## src/rtl/cardio_mlp_pkg.sv

```systemverilog
// Shared constants for the cardiotocography MLP classifier.
// Holds the default dimensions, the hard-wired signed weights and biases
// for both layers, and the class codes reported on the classifier output.
package cardio_mlp_pkg;

  localparam int unsigned WIDTH_A  = 4;
  localparam int unsigned NUM_A    = 21;
  localparam int unsigned OUTWIDTH = 2;
  localparam int unsigned NUM_H    = 5;
  localparam int unsigned NUM_C    = 3;
  localparam int unsigned WW       = 8;
  localparam int unsigned HSHIFT   = 4;
  localparam int unsigned ACTW     = 8;
  localparam int unsigned OSW      = 20;

  // Hidden accumulator wide enough that the full dot product never overflows.
  localparam int unsigned ACC1W = WW + WIDTH_A + 1 + $clog2(NUM_A + 1);

  typedef logic signed [WW-1:0] weight_t;

  typedef enum logic [OUTWIDTH-1:0] {
    CLS_NORMAL  = 2'd0,
    CLS_SUSPECT = 2'd1,
    CLS_PATHO   = 2'd2
  } cls_e;

  localparam weight_t W1 [NUM_H][NUM_A] = '{
    '{ 8'sd4, -8'sd2,  8'sd3,  8'sd0,  8'sd1, -8'sd1,  8'sd2,  8'sd5, -8'sd3,  8'sd0,  8'sd2,
       8'sd1, -8'sd2,  8'sd3,  8'sd0, -8'sd1,  8'sd4,  8'sd2, -8'sd2,  8'sd1,  8'sd0 },
    '{-8'sd3,  8'sd5,  8'sd0,  8'sd2, -8'sd4,  8'sd3,  8'sd1, -8'sd2,  8'sd6,  8'sd1, -8'sd1,
       8'sd0,  8'sd3, -8'sd2,  8'sd2,  8'sd4, -8'sd3,  8'sd1,  8'sd0,  8'sd2, -8'sd1 },
    '{ 8'sd2,  8'sd2, -8'sd5,  8'sd1,  8'sd3,  8'sd0, -8'sd2,  8'sd1,  8'sd2, -8'sd4,  8'sd3,
       8'sd2,  8'sd1,  8'sd0, -8'sd3,  8'sd2,  8'sd1, -8'sd1,  8'sd4,  8'sd0,  8'sd2 },
    '{-8'sd1,  8'sd0,  8'sd4, -8'sd3,  8'sd2,  8'sd5, -8'sd1,  8'sd0, -8'sd2,  8'sd3,  8'sd1,
      -8'sd4,  8'sd2,  8'sd1,  8'sd3, -8'sd2,  8'sd0,  8'sd4,  8'sd1, -8'sd3,  8'sd2 },
    '{-8'sd4, -8'sd3, -8'sd2, -8'sd5, -8'sd1, -8'sd2, -8'sd3, -8'sd1, -8'sd4, -8'sd2, -8'sd3,
      -8'sd1, -8'sd2, -8'sd4, -8'sd1, -8'sd3, -8'sd2, -8'sd1, -8'sd5, -8'sd2, -8'sd3 }
  };

  localparam weight_t B1 [NUM_H] = '{8'sd16, -8'sd32, 8'sd48, 8'sd0, 8'sd100};

  localparam weight_t W2 [NUM_C][NUM_H] = '{
    '{ 8'sd3, -8'sd2,  8'sd1,  8'sd0,  8'sd4},
    '{-8'sd1,  8'sd3,  8'sd0,  8'sd4, -8'sd2},
    '{ 8'sd1,  8'sd0, -8'sd2,  8'sd1,  8'sd5}
  };

  localparam weight_t B2 [NUM_C] = '{8'sd5, -8'sd10, 8'sd20};

endpackage

```

## src/rtl/cardio_mlp_classifier_if.sv

```systemverilog
// Sample/result bus of the MLP classifier.
//   inp       packed unsigned features, feature i at [i*WIDTH_A +: WIDTH_A]
//   in_valid  inp valid this cycle
//   predo     raw signed class scores, class c at [c*OSW +: OSW]
//   out       predicted class index
//   out_valid out/predo valid
// master = sample source, slave = classifier.
interface cardio_mlp_classifier_if;
  import cardio_mlp_pkg::*;

  logic [NUM_A*WIDTH_A-1:0] inp;
  logic                     in_valid;
  logic [NUM_C*OSW-1:0]     predo;
  logic [OUTWIDTH-1:0]      out;
  logic                     out_valid;

  modport master (output inp, in_valid, input predo, out, out_valid);
  modport slave  (input inp, in_valid, output predo, out, out_valid);
endinterface

```

## src/rtl/mlp_neuron.sv

```systemverilog
// Combinational neuron: bias + dot product of unsigned inputs with signed
// weights. With RELU_EN the result is clamped at zero, logically shifted
// right by SHIFT and narrowed to OUT_W bits (saturating when ACT_SAT_EN is
// defined, wrapping otherwise); without it the signed sum is passed on.
//   i_x    N_IN unsigned inputs, input i at [i*IN_W +: IN_W]
//   i_w    N_IN signed weights,  weight i at [i*W_W +: W_W]
//   i_b    signed bias
//   o_y_c  neuron output (combinational)
// Macro: ACT_SAT_EN
module mlp_neuron #(
  parameter int unsigned N_IN    = 21,
  parameter int unsigned IN_W    = 4,
  parameter int unsigned W_W     = 8,
  parameter int unsigned ACC_W   = 18,
  parameter int unsigned OUT_W   = 8,
  parameter int unsigned SHIFT   = 4,
  parameter bit          RELU_EN = 1'b1
) (
  input  logic [N_IN*IN_W-1:0]  i_x,
  input  logic [N_IN*W_W-1:0]   i_w,
  input  logic signed [W_W-1:0] i_b,
  output logic [OUT_W-1:0]      o_y_c
);

  localparam int unsigned PW = IN_W + W_W + 1;

  logic signed [ACC_W-1:0] w_acc;

  // Inputs are zero-extended by one bit so the product is a signed multiply.
  always_comb begin
    w_acc = ACC_W'(i_b);
    for (int i = 0; i < int'(N_IN); i++) begin
      w_acc = w_acc + ACC_W'(PW'(signed'({1'b0, i_x[i*IN_W +: IN_W]})) *
                             PW'(signed'(i_w[i*W_W +: W_W])));
    end
  end

  if (RELU_EN) begin : g_relu
`ifdef ACT_SAT_EN
    localparam logic [ACC_W-1:0] ACT_MAX = ACC_W'((64'd1 << OUT_W) - 64'd1);
    logic [ACC_W-1:0] w_sh;

    always_comb begin
      w_sh  = unsigned'(w_acc) >> SHIFT;
      o_y_c = '0;
      if (!w_acc[ACC_W-1]) begin
        o_y_c = (w_sh > ACT_MAX) ? '1 : OUT_W'(w_sh);
      end
    end
`else
    always_comb begin
      o_y_c = '0;
      if (!w_acc[ACC_W-1]) begin
        o_y_c = OUT_W'(unsigned'(w_acc) >> SHIFT);
      end
    end
`endif
  end else begin : g_lin
    always_comb begin
      o_y_c = OUT_W'(w_acc >>> SHIFT);
    end
  end

endmodule

```

## src/rtl/cardio_mlp_classifier.sv

```systemverilog
// Fixed-weight two-layer MLP classifier for cardiotocography features.
// Stage 1 registers the ReLU hidden activations, stage 2 registers the
// class scores and their argmax (ties resolve to the lowest class index).
//   clk     clock, rising edge
//   rst     asynchronous active-high reset
//   io_bus  slave side of cardio_mlp_classifier_if (inp/in_valid in,
//           predo/out/out_valid out)
// Macro: ACT_SAT_EN (saturate hidden activations instead of wrapping)
module cardio_mlp_classifier
  import cardio_mlp_pkg::*;
(
  input  logic                    clk,
  input  logic                    rst,
  cardio_mlp_classifier_if.slave  io_bus
);

  logic [NUM_H*ACTW-1:0] w_act;
  logic [NUM_H*ACTW-1:0] r_act;
  logic                  r_v1;
  logic [NUM_C*OSW-1:0]  w_score;
  logic [OUTWIDTH-1:0]   w_cls;
  logic signed [OSW-1:0] w_best;
  logic [NUM_C*OSW-1:0]  r_predo;
  logic [OUTWIDTH-1:0]   r_out;
  logic                  r_out_valid;

  // Hidden layer neurons on the raw feature vector.
  for (genvar h = 0; h < NUM_H; h++) begin : g_hid
    logic [NUM_A*WW-1:0] w_w1_row;
    for (genvar i = 0; i < NUM_A; i++) begin : g_w
      assign w_w1_row[i*WW +: WW] = W1[h][i];
    end
    mlp_neuron #(
      .N_IN(NUM_A), .IN_W(WIDTH_A), .W_W(WW), .ACC_W(ACC1W),
      .OUT_W(ACTW), .SHIFT(HSHIFT), .RELU_EN(1'b1)
    ) u_neuron (
      .i_x(io_bus.inp), .i_w(w_w1_row), .i_b(B1[h]),
      .o_y_c(w_act[h*ACTW +: ACTW])
    );
  end

  // Stage 1: hidden activations and valid.
  always_ff @(posedge clk or posedge rst) begin
    if (rst) begin
      r_act <= '0;
      r_v1  <= 1'b0;
    end else begin
      r_v1 <= io_bus.in_valid;
      if (io_bus.in_valid) begin
        r_act <= w_act;
      end
    end
  end

  // Output layer neurons on the registered activations.
  for (genvar c = 0; c < NUM_C; c++) begin : g_out
    logic [NUM_H*WW-1:0] w_w2_row;
    for (genvar h = 0; h < NUM_H; h++) begin : g_w
      assign w_w2_row[h*WW +: WW] = W2[c][h];
    end
    mlp_neuron #(
      .N_IN(NUM_H), .IN_W(ACTW), .W_W(WW), .ACC_W(OSW),
      .OUT_W(OSW), .SHIFT(0), .RELU_EN(1'b0)
    ) u_neuron (
      .i_x(r_act), .i_w(w_w2_row), .i_b(B2[c]),
      .o_y_c(w_score[c*OSW +: OSW])
    );
  end

  // Argmax; strict greater-than keeps the lowest index on ties.
  always_comb begin
    w_cls  = OUTWIDTH'(0);
    w_best = signed'(w_score[0 +: OSW]);
    for (int c = 1; c < int'(NUM_C); c++) begin
      if (signed'(w_score[c*OSW +: OSW]) > w_best) begin
        w_best = signed'(w_score[c*OSW +: OSW]);
        w_cls  = OUTWIDTH'(c);
      end
    end
  end

  // Stage 2: scores and class load only for valid samples.
  always_ff @(posedge clk or posedge rst) begin
    if (rst) begin
      r_predo     <= '0;
      r_out       <= '0;
      r_out_valid <= 1'b0;
    end else begin
      r_out_valid <= r_v1;
      if (r_v1) begin
        r_predo <= w_score;
        r_out   <= w_cls;
      end
    end
  end

  assign io_bus.predo     = r_predo;
  assign io_bus.out       = r_out;
  assign io_bus.out_valid = r_out_valid;

endmodule

```

## src/flat_wrapper.sv

```systemverilog
// flat-port wrapper written by rule: the top's interface ports become plain ports
module cardio_mlp_classifier_flat import cardio_mlp_pkg::*;
  (clk, rst, io_bus_inp, io_bus_in_valid, io_bus_predo, io_bus_out, io_bus_out_valid);
  cardio_mlp_classifier_if io_bus_i ();
  input  logic clk;
  input  logic rst;
  input wire logic [$bits(io_bus_i.inp)-1:0] io_bus_inp;
  input wire logic [$bits(io_bus_i.in_valid)-1:0] io_bus_in_valid;
  output wire logic [$bits(io_bus_i.predo)-1:0] io_bus_predo;
  output wire logic [$bits(io_bus_i.out)-1:0] io_bus_out;
  output wire logic [$bits(io_bus_i.out_valid)-1:0] io_bus_out_valid;
  assign io_bus_i.inp = io_bus_inp;
  assign io_bus_i.in_valid = io_bus_in_valid;
  assign io_bus_predo = io_bus_i.predo;
  assign io_bus_out = io_bus_i.out;
  assign io_bus_out_valid = io_bus_i.out_valid;
  cardio_mlp_classifier u_core (.clk(clk), .rst(rst), .io_bus(io_bus_i));
endmodule
```

## config.mk

```make
export PLATFORM = sky130hd
export DESIGN_NAME = cardio_mlp_classifier_flat
export DESIGN_NICKNAME = d
export VERILOG_FILES = /design/src/rtl/cardio_mlp_pkg.sv /design/src/rtl/cardio_mlp_classifier_if.sv /design/src/rtl/mlp_neuron.sv /design/src/rtl/cardio_mlp_classifier.sv /design/src/flat_wrapper.sv
export SDC_FILE = /design/constraint.sdc
export NUM_CORES = 2
export LEC_CHECK = 0
export CORE_AREA = 10 10 366 368
export CTS_CLUSTER_DIAMETER = 60
export DETAILED_ROUTE_END_ITERATION = 10
export DIE_AREA = 0 0 376 378
export MAX_ROUTING_LAYER = met4
export SLEW_MARGIN = 15
export SYNTH_ARGS = -nofsm -noshare
export SYNTH_HDL_FRONTEND = slang
export SYNTH_SLANG_ARGS = --single-unit
```

## constraint.sdc

```tcl
create_clock -name clk -period 12.1 [get_ports clk]
set_clock_uncertainty 0.2 [all_clocks]
set_input_delay 3.025 -clock clk [delete_from_list [all_inputs] [get_ports clk]]
set_output_delay 3.025 -clock clk [all_outputs]
set_load 0.05 [all_outputs]
```

# Yosys cells after proc, flatten, opt, wreduce, memory -nomap -nowiden
# Cells that the tools add are included.
[classes]
add_sub_neg = 137
n_mul = 29
magnitude_cmp = 2
mux = 8
[ops]
columns = ["operator", "n"]
rows = [
  ["adder 18 bit", 28],
  ["adder 18 x 8 -> 18 bit", 14],
  ["adder 18 x 6 -> 18 bit", 13],
  ["negation 4 -> 17 bit", 13],
  ["adder 18 x 5 -> 18 bit", 12],
  ["adder 18 x 7 -> 18 bit", 12],
  ["negation 4 -> 18 bit", 11],
  ["negation 4 -> 16 bit", 6],
  ["multiplier 5 x 3 -> 8 bit (second input constant)", 11],
  ["adder 20 x 11 -> 20 bit", 3],
  ["negation 8 -> 19 bit", 3],
  ["multiplier 4 x 2 -> 6 bit (second input constant)", 9],
  ["adder 20 bit", 2],
  ["adder 20 x 9 -> 20 bit", 2],
  ["greater-than comparator 20 bit", 2],
  ["two-way mux 8 bit", 5],
  ["adder 18 x 9 -> 18 bit", 2],
  ["multiplier 5 x 4 -> 9 bit (second input constant)", 3],
  ["multiplier 4 x 3 -> 7 bit (second input constant)", 3],
  ["adder 10 x 20 -> 20 bit", 1],
  ["adder 20 x 12 -> 20 bit", 1],
  ["adder 4 x 20 -> 20 bit (first input constant)", 1],
  ["adder 5 x 20 -> 20 bit (first input constant)", 1],
  ["multiplier 8 x 2 -> 10 bit (second input constant)", 2],
  ["16 further kinds", 16],
]
[word_totals]
inputBits = 87
wordCells = 181
out_inout_bits = 63
ff_bits = 104

# Depth between registers and ports, before layout
[depth]
depth_word = 23
ltp_mapped = 43
ltp_nobuf = 42

# Hierarchy
# From an unflattened synthesis, not the netlist that was laid out.
[hier_totals]
cells_unflattened = 19682
hier_area_um2 = 191967.9
[modules_own_cells]
columns = ["module", "cells_each", "seq_area_each_um2", "area_per_inst_um2", "instances"]
rows = [
  ["mlp_neuron at u_core.g_hid[1].u_neuron ...", 2975, 0.0, 29339.4, 4],
  ["mlp_neuron at u_core.g_hid[0].u_neuron", 3022, 0.0, 29550.8, 1],
  ["mlp_neuron at u_core.g_out[0].u_neuron", 1474, 0.0, 13384.1, 1],
  ["mlp_neuron at u_core.g_out[2].u_neuron", 1458, 0.0, 13344.0, 1],
  ["mlp_neuron at u_core.g_out[1].u_neuron", 1459, 0.0, 13342.8, 1],
  ["cardio_mlp_classifier", 369, 2602.5, 4988.5, 1],
]

# Worst setup path before layout
# Ideal clock, no wire load.
[synth_path]
path_kind = "in2reg"
startpoint = "input port io_bus_inp[10]"
endpoint = "register u_core.r_act[33]"
path_slack_ps = 1956
t_required_ps = 11833
cell_stages = 25
n_path_buf = 0
t_arrival_ps = 9878
setup_time_ps = 67
cell_sequence = "inv_1 > ha_1 > nor2b_1 > ha_1 > fa_1 > fa_1 > fa_1 > fa_1 > inv_1 > fa_1 > inv_1 > fa_1 > fa_1 > fa_1 > fa_1 > a21o_1 > a21oi_1 > o21bai_1 > a21oi_1 > o21bai_1 > a21oi_1 > o21ai_0 > xnor2_1 > nor2_1 > a22o_1"
[synth_via]
elab_chain_cells = 21
[synth_rtl]
columns = ["element", "line", "text"]
rows = [
  ["from (decl)", "flat_wrapper.sv:7", "input wire logic [$bits(io_bus_i.inp)-1:0] io_bus_inp;"],
  ["negation 4 -> 17 bit", "mlp_neuron.sv:34", "PW'(signed'(i_w[i*W_W +: W_W])));"],
  ["adder 18 bit", "mlp_neuron.sv:33", "w_acc = w_acc + ACC_W'(PW'(signed'({1'b0, i_x[i*IN_W +: IN_W]})) *"],
  ["adder 18 x 9 -> 18 bit", "mlp_neuron.sv:33", ""],
  ["adder 18 bit (2 in series)", "mlp_neuron.sv:33", ""],
  ["adder 18 x 8 -> 18 bit", "mlp_neuron.sv:33", ""],
  ["adder 18 bit (3 in series)", "mlp_neuron.sv:33", ""],
  ["adder 18 x 8 -> 18 bit", "mlp_neuron.sv:33", ""],
  ["adder 18 bit (4 in series)", "mlp_neuron.sv:33", ""],
  ["adder 18 x 8 -> 18 bit", "mlp_neuron.sv:33", ""],
  ["adder 18 bit (2 in series)", "mlp_neuron.sv:33", ""],
  ["adder 18 x 9 -> 18 bit", "mlp_neuron.sv:33", ""],
  ["adder 18 bit", "mlp_neuron.sv:33", ""],
  ["adder 18 x 8 -> 18 bit", "mlp_neuron.sv:33", ""],
  ["two-way mux 8 bit", "mlp_neuron.sv:53", "if (!w_acc[ACC_W-1]) begin"],
  ["to (signal assigned)", "cardio_mlp_classifier.sv:50", "r_act <= w_act;"],
  ["to (decl)", "cardio_mlp_classifier.sv:18", "logic [NUM_H*ACTW-1:0] r_act;"],
]
# No other way between the ends.
# A chain may end at the register's enable or synchronous reset.

# Worst setup path in the final report
[layout_path]
startpoint = "input port io_bus_inp[33]"
endpoint = "register u_core.r_act[37]"
[layout_via]
elab_chain_cells = 15
[layout_rtl]
columns = ["element", "line"]
rows = [
  ["negation 4 -> 16 bit", "mlp_neuron.sv:34"],
  ["adder 18 bit (2 in series)", "mlp_neuron.sv:33"],
  ["adder 18 x 8 -> 18 bit", "mlp_neuron.sv:33"],
  ["adder 18 bit (4 in series)", "mlp_neuron.sv:33"],
  ["adder 18 x 8 -> 18 bit", "mlp_neuron.sv:33"],
  ["adder 18 bit (2 in series)", "mlp_neuron.sv:33"],
  ["adder 18 x 9 -> 18 bit", "mlp_neuron.sv:33"],
  ["adder 18 bit", "mlp_neuron.sv:33"],
  ["adder 18 x 8 -> 18 bit", "mlp_neuron.sv:33"],
  ["two-way mux 8 bit", "mlp_neuron.sv:53"],
]
# No other way between the ends.

==> metrics list <==
- The flow ran to the end, and the final reports show no timing, DRC or antenna violations.
* Number of global-route vias before repair: 23,300
* First-pass GRT wire length: 161 mm
- Counting flops and latches in the post-synthesis netlist gives 104.
- Clock Root Buffer: clkbuf_16
- Adding up every negative setup slack in the final design gives 0 ns.
- Max transition margin: 0.376
- Derived from the worst setup path, the maximum achievable clock frequency is 86.6 MHz.
- In the final routed layout, each cell accounts on average for 22.6 microns.
- Average size of a mapped cell: 10.3 sq um
- After clock tree synthesis, the repair step resized 0 gates.
* Post-synth top flop: dfrtp_1
- Summed over all layers, the global routing overflow is 0.
* Floorplan Core Area: 0.127 sq mm
- The multi-input combinational cells in the finished layout cover a total of 0.0257 sq mm.
- Post-route antenna net violation count: 0
- Iter 0 DRT Violations: 1,433
- Maximum number of pins on one net before global-route repair: 71
- Clock-pin slew was measured on the worst setup and hold paths at 0.07 ns.
- # Post-CTS Setup Buffers: 0
* Commonest non-fill, non-tap cell in the layout: inv_1
- Sequential fraction of the synthesis area: 0.0828
- Counting every instance in the synthesized netlist gives 3,043.
- Area taken by flip-flops and latches: 0.00260 sq mm
- The largest individual stage delay along the critical path comes from the cell clkdlybuf4s50_1.
- Sink Count: 104
- Final period utilization: 0.954
* Number of warnings reported in the yosys synthesis log: 0
- Pin placement for this block handled 150 I/O pins.
- Counting the fill cells in the layout gives 13,300.
* Initial antenna violation count: 4
- Port buffering added 149 buffers.
- Die outline width: 376 microns
- Post-layout nets: 4,548
- Wires add up to 111 mm.
- The detailed router placed 22,200 vias in this run.
- Number of search-and-repair iterations in the first detailed-routing pass: 5
- The floorplan has 131 rows.
- Element type at the critical path start: input pin
- The clock tree synthesis step divided the H-tree into 3 levels.
- Ranked by total cell area, the synthesized netlist is headed by fa_1, ha_1, inv_1, dfrtp_1, xnor2_1.
- The initial utilization of the core area, before any placement, comes to 0.248.
- Along the worst path, the maximum fanout reaches 8.
- Detail Placement HPWL: 101 mm
- Netlist area before placement: 0.0314 sq mm
- No sink is reached through more buffers than the 2 on the longest clock path.
* EDFF count, synth: 0
- In this design, the stage delay of the slowest critical-path cell is 0.74 ns.
- At the end of routability-driven placement, the weighted congestion stood at 1.06.
- Overall track demand over capacity in global routing: 0.160
- Area Growth Syn to Fin: 13.4%
* Clock buffer count from CTS: 9
* Share of layout cells above drive strength 1: 0.0471
- In the routed layout, each cell is associated on average with a via count of 4.52.
* Clock latency on the worst-skew pair: 0.39 ns
* Share of flip-flops with an asynchronous set or reset after synthesis: 1.00
- Max-cap violations in this run came to 0.
* Net count after synthesis: 4,347
* Crit path required time: 12.22 ns
* Setup-failing EPs final: 0
- For this run, design rule violations remaining after detail routing come to 0.
- Final Hold Fails: 0
* RSZ-0062 raised after global routing: no
- The floorplan step defined a die boundary enclosing 0.142 sq mm.
* Transition time at the pin with the least slew margin: 0.936 ns
- In the layout the commonest cells are inv_1, ha_1, fa_1, clkdlybuf4s50_1, xnor2_1.
- CTS tree: done
- The die is 378 microns tall.
* Max-slew violations: 0
- Share of Yosys cell area claimed by the top area cell type: 0.378
- Post-synthesis cell type with the largest combined area: fa_1
* Number of hold buffers added after CTS: 0
- Most common cell on crit path: fa_1
- Min-delay worst type: reg -> reg
- Number of unique standard cell types used by synthesis: 69
* WP data arrival: 11.67 ns
* Endpoint kind of the worst setup timing path: register
- The worst setup path is of the in -> reg kind.
* Shortest clock period the worst path allows after layout: 11.55 ns
-- through the flow --
stage / hold slack [ns] / area (sq um) / utilization / setup WS, ns / instances
after floorplan: 0.152 / 31400 / - / 1.96 / 3043
after global placement: 0.291 / 35400 / 0.279 / 0.216 / 4895
after detailed placement: 0.296 / 35400 / 0.279 / 0.167 / 4895
after CTS: 0.313 / 35700 / 0.281 / 0.579 / 4911
after global routing: 0.321 / 35700 / 0.282 / 0.238 / 4913
final: 0.308 / 35700 / 0.282 / 0.551 / 4913
-- final cells by class --
type,count,area share
Clock inverter,5,0.00130
Timing Repair Buffer,208,0.0542
Sequential cell,104,0.0730
Multi-Input combinational cell,2100,0.720
Antenna cell,2,0.000140
Tap cell,1662,0.0583
Inverter,821,0.0865
Clock buffer,11,0.00680
-- state kept, by name, summed over array words and instances, names as in the netlist --
| name | flops |
|---|---|
| u_core.r_v1 | 1 |
| u_core.io_bus.predo | 60 |
| u_core.io_bus.out | 2 |
| u_core.io_bus.out_valid | 1 |
| u_core.r_act | 40 |
-- synth_stat cells, drive strengths merged (5+ instances only) --
master  count
a211oi      9
a21o       54
a21oi      96
a22o       16
a31o        5
a31oi       9
and2        8
and3        6
clkbuf     14
dfrtp     104
fa        594
ha        623
inv       821
mux2       52
mux2i      23
nand2     103
nand2b      9
nand3      27
nand4      16
nor2       72
nor2b      25
nor3       27
nor4        5
o211ai      6
o21a       14
o21ai      53
o21bai     21
o22ai      13
or2         5
xnor2     110
xor2       48
-- critical path, delay by kind of cell --
family	cells	cell delay [ns]
adder cells (fa/ha/maj)	10	4.92
AO/OA/AOI/OAI	8	1.42
buffers and inverters	5	1.31
XOR/XNOR	2	0.56
AND/OR/NAND/NOR	1	0.41
-- worst paths after layout --
check	start	endpoint	slack [ns]	cells past startpoint
max	io_bus_inp[33]	u_core.r_act[37]$_DFFE_PP0P_	0.55	26
min	u_core.io_bus.predo[40]$_DFFE_PP0P_	u_core.io_bus.predo[40]$_DFFE_PP0P_	0.31	1
max reg2reg	u_core.r_act[9]$_DFFE_PP0P_	u_core.io_bus.out[1]$_DFFE_PP0P_	2.03	41
min reg2reg	u_core.io_bus.predo[40]$_DFFE_PP0P_	u_core.io_bus.predo[40]$_DFFE_PP0P_	0.31	1
max in group asynchronous	rst	u_core.io_bus.predo[40]$_DFFE_PP0P_	7.62	3
min in group asynchronous	rst	u_core.io_bus.predo[52]$_DFFE_PP0P_	2.88	2
-- logic make-up after synthesis --
logic type	Yosys count	synth area share
buf+inv	839	0.101
xor+xnor	160	0.0459
fa+ha+maj	1219	0.627
simple gates	319	0.0489
mux	75	0.0259
compound gates	327	0.0691
flops	104	0.0828
-- layer usage --
layer  GRT usage  wire [microns]  up-vias
met5           -               0        -
met4      0.0526            4360        0
met3      0.0302            7440      169
met2       0.248           49900      671
met1       0.209           49500    11400
li1            -               -     9977
Power is not shown: default switching activity piles up to over one toggle a cycle in this logic, so the estimate is an artifact.
